$ cat src/rtl/instr_fetch_unit.sv
// instr_fetch_unit: sequential instruction front end.
// Issues req/ack fetches to instruction memory, buffers {pc, instr} in a
// DEPTH-entry queue, presents the head to decode over valid/ready and
// handles redirects by flushing the queue and discarding a stale in-flight fetch.
// Optional build macro: IFU_BYPASS_EN (an acked word bypasses the empty queue
// straight to the outputs in the same cycle).
//
// state     | meaning
// ----------+---------------------------------------------------------------
// S_IDLE    | no request outstanding (queue full, or waiting to start)
// S_WAIT    | request at fetch_pc outstanding, waiting for imem_ack_i
// S_DISCARD | stale request held until acked, its data dropped
module instr_fetch_unit #(
    parameter int              ADDR_WIDTH  = 32,
    parameter int              INSTR_WIDTH = 32,
    parameter int              DEPTH       = 4,
    parameter logic [ADDR_WIDTH-1:0] RESET_PC = '0
) (
    input  logic                   clk_i,
    input  logic                   rst_i,
    output logic                   imem_req_o,
    output logic [ADDR_WIDTH-1:0]  imem_addr_o,
    input  logic                   imem_ack_i,
    input  logic [INSTR_WIDTH-1:0] imem_data_i,
    input  logic                   redirect_i,
    input  logic [ADDR_WIDTH-1:0]  redirect_pc_i,
    output logic                   valid_o,
    input  logic                   ready_i,
    output logic [INSTR_WIDTH-1:0] instr_o,
    output logic [ADDR_WIDTH-1:0]  pc_o
);

    localparam int PW = $clog2(DEPTH);
    localparam int CW = PW + 1;
    localparam logic [CW-1:0] FULL = CW'(DEPTH);

    typedef enum logic [1:0] {S_IDLE, S_WAIT, S_DISCARD} state_t;

    state_t                 state, state_nxt;
    logic [ADDR_WIDTH-1:0]  fetch_pc;
    logic [ADDR_WIDTH-1:0]  stale_addr;
    logic [CW-1:0]          count, cnt_after, cnt_popped;
    logic [PW-1:0]          wr_ptr, rd_ptr;
    logic [INSTR_WIDTH-1:0] instr_q [DEPTH];
    logic [ADDR_WIDTH-1:0]  pc_q    [DEPTH];
    logic                   q_valid, pop, push, ack_wait, byp;
    logic [ADDR_WIDTH-1:0]  redir_pc;
    logic                   unused_redir_bits;

    assign unused_redir_bits = ^redirect_pc_i[1:0];
    assign redir_pc  = {redirect_pc_i[ADDR_WIDTH-1:2], 2'b00};
    assign q_valid   = (count != '0);
    assign ack_wait  = (state == S_WAIT) && imem_ack_i && !redirect_i;

`ifdef IFU_BYPASS_EN
    assign byp = !q_valid && ack_wait;
`else
    assign byp = 1'b0;
`endif

    // Queue pop/push qualification and resulting occupancy.
    always_comb begin
        pop        = q_valid && ready_i;
        push       = ack_wait && !(byp && ready_i);
        cnt_popped = count - CW'(pop);
        cnt_after  = cnt_popped + CW'(push);
    end

    // Decode-side outputs, forced to zero when nothing is valid.
    always_comb begin
        valid_o = q_valid || byp;
        instr_o = '0;
        pc_o    = '0;
        if (q_valid) begin
            instr_o = instr_q[rd_ptr];
            pc_o    = pc_q[rd_ptr];
        end else if (byp) begin
            instr_o = imem_data_i;
            pc_o    = fetch_pc;
        end
    end

    // Memory request outputs follow the state directly.
    always_comb begin
        imem_req_o  = (state != S_IDLE);
        imem_addr_o = '0;
        if (state == S_WAIT)
            imem_addr_o = fetch_pc;
        else if (state == S_DISCARD)
            imem_addr_o = stale_addr;
    end

    // Next-state logic; a redirect overrides the normal flow.
    always_comb begin
        state_nxt = state;
        case (state)
            S_IDLE: begin
                if (redirect_i || (cnt_popped < FULL))
                    state_nxt = S_WAIT;
            end
            S_WAIT: begin
                if (redirect_i)
                    state_nxt = imem_ack_i ? S_WAIT : S_DISCARD;
                else if (imem_ack_i)
                    state_nxt = (cnt_after < FULL) ? S_WAIT : S_IDLE;
            end
            S_DISCARD: begin
                if (imem_ack_i)
                    state_nxt = S_WAIT;
            end
            default: state_nxt = S_IDLE;
        endcase
    end

    // State, fetch address, stale address and queue bookkeeping.
    always_ff @(posedge clk_i or negedge rst_i) begin
        if (!rst_i) begin
            state      <= S_IDLE;
            fetch_pc   <= RESET_PC;
            stale_addr <= '0;
            count      <= '0;
            wr_ptr     <= '0;
            rd_ptr     <= '0;
        end else begin
            state <= state_nxt;
            if (redirect_i) begin
                fetch_pc <= redir_pc;
                count    <= '0;
                wr_ptr   <= '0;
                rd_ptr   <= '0;
                if (state == S_WAIT && !imem_ack_i)
                    stale_addr <= fetch_pc;
            end else begin
                if (ack_wait)
                    fetch_pc <= fetch_pc + ADDR_WIDTH'(4);
                if (push)
                    wr_ptr <= wr_ptr + PW'(1);
                if (pop)
                    rd_ptr <= rd_ptr + PW'(1);
                count <= cnt_after;
            end
        end
    end

    // Queue storage; written only on a qualified push.
    always_ff @(posedge clk_i) begin
        if (push) begin
            instr_q[wr_ptr] <= imem_data_i;
            pc_q[wr_ptr]    <= fetch_pc;
        end
    end

endmodule

$ cat config.mk
export PLATFORM = sky130hd
export DESIGN_NAME = instr_fetch_unit
export DESIGN_NICKNAME = d
export VERILOG_FILES = /design/src/rtl/instr_fetch_unit.sv
export SDC_FILE = /design/constraint.sdc
export NUM_CORES = 1
export LEC_CHECK = 0
export CORE_MARGIN = 10
export CORE_UTILIZATION = 35
export CTS_CLUSTER_SIZE = 20
export DETAILED_ROUTE_END_ITERATION = 8
export GPL_ROUTABILITY_DRIVEN = 0
export GPL_TIMING_DRIVEN = 1
export PLACE_DENSITY = 0.59
export SYNTH_ARGS = -nofsm -noshare
export SYNTH_HDL_FRONTEND = slang
export SYNTH_SLANG_ARGS = --single-unit
$ cat constraint.sdc
create_clock -name clk_i -period 3.3 [get_ports clk_i]
set_input_delay 0.495 -clock clk_i [delete_from_list [all_inputs] [get_ports clk_i]]
set_output_delay 0.495 -clock clk_i [all_outputs]
set_load 0.01 [all_outputs]
Word level (Yosys, flattened, before mapping)
Memory sizes are Yosys's and may differ from the RTL's.
Cells that the tools add are included.
- register bits: 73
- memory bits (writable): 256
- input bits: 69
- output and inout port bits: 98
- logic and storage cells: 54
- memories kept: 2
- $add $sub $neg: 5
- order comparisons: 2
- equal/unequal tests: 5
- mux-type cells: 20
- reduce and logical (&&, ||, !) cells: 14
- memory list (name ; depth ; width ; read ports ; clocked after memory_dff ; write ports ; RTL line ; source):
    instr_q ; 4 ; 32 ; 1 ; 0 ; 1 ; 44 ; logic [INSTR_WIDTH-1:0] instr_q [DEPTH];
    pc_q ; 4 ; 32 ; 1 ; 0 ; 1 ; 45 ; logic [ADDR_WIDTH-1:0] pc_q [DEPTH];
- operators by type and width (kind ; count):
    $mux 32 ; 6
    $add 32x3->32 const B ; 1
    $mux 2 ; 9
    $lt 3x3->1 const B ; 2
    $pmux 2 s3 ; 1
    $reduce_bool 2->1 ; 3
    $add 2x1->2 const B ; 2
    $logic_and 1x1->1 ; 4
    $ne 2x2->1 const B ; 2
    $add 3x1->3 ; 1
    $mux 1 ; 3
    $mux 3 ; 1
    $ne 3x3->1 const B ; 1
    $reduce_and 3->1 ; 1
    $reduce_bool 3->1 ; 1
    $sub 3x1->3 ; 1
    $eq 2x1->1 const B ; 1
    $eq 2x2->1 const B ; 1
    $logic_not 1->1 ; 2
    $logic_not 2->1 ; 1
    $reduce_and 2->1 ; 1
    $logic_or 1x1->1 ; 1

Logic depth before layout (Yosys ltp)
- depth in word-level cells: 9
- depth in mapped cells: 11
- depth with buffers taken out: 10

Least setup slack after synthesis
OpenSTA, ideal clock, no wires.
- path type: input to register
- start: in redirect_i
- end: mem instr_q[0][0], enable pin
- library setup time: 0.427 ns
- arrival: 2.609 ns
- data required time: 2.873 ns
- setup slack: 0.264 ns
- cell stages on the path: 4
- buffers on the path: 2
- cell sequence: clkbuf_1 inv_1 clkbuf_1 and3_1
- word-level cells in the longest chain between the ends: 4
- RTL lines (item ; RTL line ; source):
    start, declared ; 25 ; input logic redirect_i,
    $logic_not 1->1 ; 53 ; assign ack_wait = (state == S_WAIT) && imem_ack_i && !redirect_i;
    $logic_and 1x1->1 ; 53 ;
    $mux 1 ; 147 ; if (push) begin
    $mux 1 (not written as such) ; 148 ; instr_q[wr_ptr] <= imem_data_i;
    end, declared ; 44 ;
No other way between the ends.

Worst setup path after layout
- start: reg count[2]
- end: out pc_o[31]
- word-level cells in the longest chain between the ends: 2
- RTL lines (item ; RTL line ; source):
    start, declared ; 42 ; logic [CW-1:0] count, cnt_after, cnt_popped;
    start signal, assigned ; 140 ; count <= cnt_after;
    $reduce_bool 3->1 ; 52 ; assign q_valid = (count != '0);
    $mux 32 ; 74 ; if (q_valid) begin
    end, declared ; 30 ; output logic [ADDR_WIDTH-1:0] pc_o
No other way between the ends.

==> summary.txt <==
Layout
  – Area grow syn2layout: 27.3%
  – Multi-input logic area: 3720 um^2
  – Layout filler cell count: between 3,000 and 4,000
  – Register area: 9180 um^2
  – Share of cells above drive strength 1: ~20%
  – Diodes inserted: 0
  – Final #Nets: 1,027

Power
  – PD cells: 782 nW/um^2
  – Peak VDD IR: 384 uV
  – Static Leakage: 5.61 nW
  – Total power draw: 13.1 mW

STA
  – Max frequency: 330 MHz
  – Slew @ Worst Pin: 0.935 ns
  – Max Slew Vio Count: 0
  – Clock skew: 0.00797 ns
  – Final Setup Violations: 0
  – Final Hold Vio Count: 0
  – RSZ-0062 raised after global routing: no
  – Slew headroom: 37.7%
  – Final worst-path cycle share: 91.7%
  – TNS Setup: 0 ns
  – Tmin final: 3.03 ns

Placement
  – Post-DP HPWL: 20,600 um
  – Port bufs: 160

Critical path
  – Worst r2r dst: fetch_pc[26]
  – Crit path DAT: about 2.5 ns
  – Cells on worst reg2reg path: 5
  – Worst setup EP type: output port
  – Worst Setup EP: pc_o[31]
  – WP data required: 2.80 ns
  – Startpoint types: flop
  – Worst Setup SP: count[2]
  – Worst R2R Start: fetch_pc[2]
  – Crit-path max cell delay: 0.57 ns
  – Reg2Reg Setup Slack: 0.63 ns
  – Kind of critical path: reg -> out
  – CP max-delay cell: clkdlybuf4s50_1
  – Worst path cell trace: or3_2 > buf_4 > and2_1 > clkdlybuf4s50_1
  – Worst Path Max Fanout: 50

Clock network
  – Clk Tree Root Cell: clkbuf_16
  – CTS tree: built
  – Clock Path Buffers: 3
  – Clock transition at path regs: around 0.060 ns
  – Worst skew pair latency: between 0.5 and 0.6 ns
  – TritonCTS Buffers: 37
  – H-tree depth: 2
  – Clock sinks: 317
  – Hold_buf cts: 0

Detailed routing
  – DR iter-0 viols: 459
  – Via density: 5.01
  – Via count: 7,412
  – Final WL: 31,500 um
  – Pre-antenna DRT Iters: 6
  – Post-DRT Antenna Nets: 0
  – DRC violation count after routing: 0
  – WL per Instance: 21.3 um

Floorplan
  – Row count: 70
  – Number of I/O pins: 167
  – Die Height: 214 um
  – Die Area: 45,700 um^2
  – Die W: 214 um
  – Placeable Area: 36,900 um^2
  – Initial Util: a little over a third

Synth
  – Post-synthesis register bit count: 317
  – Cell taking the most area after synthesis: edfxtp_1
  – Warnings, synthesis: 0
  – Synth Flop Type: edfxtp_1
  – Seq/Total Area, Yosys: 69.7%
  – Cell Area, Synth: 13,200 um^2
  – Syn Inst Count: between 700 and 800
  – Top cells by area, synth: edfxtp_1, dfrtp_1, mux4_2
  – Synth cell types: about 50
  – Post-synth EDFFs: approximately 250
  – Syn avg cell area: 17.1 um^2
  – Ys async rst share: 21.8%
  – Yosys top cell area share: approximately 57%

GRT
  – Grt ovf: 0
  – Pin count of the biggest net entering global routing: 70
  – Initial antenna violation count: 0
  – Number of global-route vias before repair: 7,693
  – First-pass GRT wire length: 47,800 um
  – GRT Total Usage: a little over an eighth

Run
  – Max Cap Viol: 0

Worst hold path
  – Worst hold path class: in -> async

Status
  – Status: complete, no violations
[cells by family (layout without fill, tap and decap cells)]
| group | Yosys count | in the layout | synth area share (%) |
|---|---|---|---|
| compound gates | 81 | 81 | 4.38 |
| simple gates | 189 | 189 | 8.23 |
| xor+xnor | 15 | 15 | 0.999 |
| flops | 317 | 317 | 69.7 |
| fa+ha+maj | 9 | 9 | 0.856 |
| other cells | 1 | 4 | 0.0285 |
| buf+inv | 63 | 266 | 2.36 |
| mux | 95 | 95 | 13.4 |
[flip-flops by register name, indices dropped and copies added (netlist names)]
register	count
count	3
fetch_pc	30
instr_q	128
pc_q	120
rd_ptr	2
stale_addr	30
state	2
wr_ptr	2
[synth_stat cells, types with 4 or more instances]
master and count:
and3_1 7, clkbuf_1 30, and4_1 6, nor2b_1 5, or3_1 9, buf_4 6, and2_1 63, edfxtp_1 248
a21oi_1 5, xnor2_1 7, o31ai_1 4, ha_1 9, a22o_1 30, nor2_1 22, buf_1 5, mux4_2 62
nand3_1 12, xor2_1 8, inv_1 9, o21ai_0 21, a31oi_1 12, nand4_1 11, nand2_1 30, dfrtp_1 69
or4_1 7, mux2_2 31, buf_2 7, nor3_1 4
[where the power goes]
group	internal, mW	switching [mW]
Clock	2.39	1.54
Sequential	4.76	0.276
Combinational	2.29	1.84
Total	9.44	3.66
[worst max-delay path, delay by kind of cell (launching register included)]
family	cells	cell delay, ns
flops	1	0.39
buf+inv	2	0.88
simple gates	2	0.74
[through the flow]
step / utilization [%] / cells / hold WS, ns / instance area (um^2) / worst slack [ns]
2_1_floorplan: - / 773 / 0.199 / 13200 / 0.264
3_3_place_gp: 42.0 / 1407 / 0.490 / 15500 / 0.522
3_5_place_dp: 42.0 / 1407 / 0.497 / 15500 / 0.511
4_1_cts: 45.3 / 1473 / 0.147 / 16700 / 0.0617
5_1_grt: 45.4 / 1480 / 0.178 / 16800 / 0.172
6_report: 45.4 / 1480 / 0.118 / 16800 / 0.274
[worst min-delay path by stage]
stage                   startpoint              to  slack (ns)  cells after the start
floorplan                    rst_i        count[0]        0.20                      0
global placement    stale_addr[20]  stale_addr[20]        0.49                      1
detailed placement   stale_addr[9]   stale_addr[9]        0.50                      1
CTS                          rst_i   stale_addr[3]        0.15                      1
global route                 rst_i   stale_addr[3]        0.18                      1
finish                       rst_i   stale_addr[3]        0.12                      1
[routing by layer]
metal	GRT usage (%)	vias to the layer above	share of wire, %
li1	-	3365	-
met1	18.5	3813	45
met2	22.2	196	48
met3	2.73	38	5.2
met4	3.37	0	1.6
met5	0	-	0
[final cells by class]
cell class,count,area share [%]
sequential,317,54.8
multi-input combinational,393,22.2
timing repair buffer,191,12.0
clock buffer,52,6.30
tap,504,3.76
clock inverter,14,0.777
inverter,9,0.202
[layout by cell type (no fill, tap or decap), drive strengths merged, types with 3 or more instances in the layout]
| master | count |
|---|---|
| or2 | 3 |
| and4 | 6 |
| nor3 | 4 |
| xnor2 | 7 |
| or3 | 9 |
| clkinvlp | 4 |
| clkbuf | 52 |
| ha | 9 |
| clkinv | 7 |
| mux2 | 31 |
| nand4 | 11 |
| or4 | 8 |
| edfxtp | 248 |
| o21ai | 21 |
| mux4 | 62 |
| and3 | 7 |
| a22o | 30 |
| o31ai | 4 |
| nor2 | 22 |
| xor2 | 8 |
| dfrtp | 69 |
| and2 | 63 |
| a21oi | 5 |
| nor2b | 5 |
| nand3 | 12 |
| nor4 | 3 |
| buf | 32 |
| inv | 10 |
| nand2 | 30 |
| clkdlybuf4s50 | 159 |
| a31oi | 12 |
| conb | 4 |
[repair_timing]
action                                  CTS  global route
resized for setup                         0             0
endpoints found under the setup margin    0             1
setup buffers                             0             7
(Power assumes the default switching activity.)
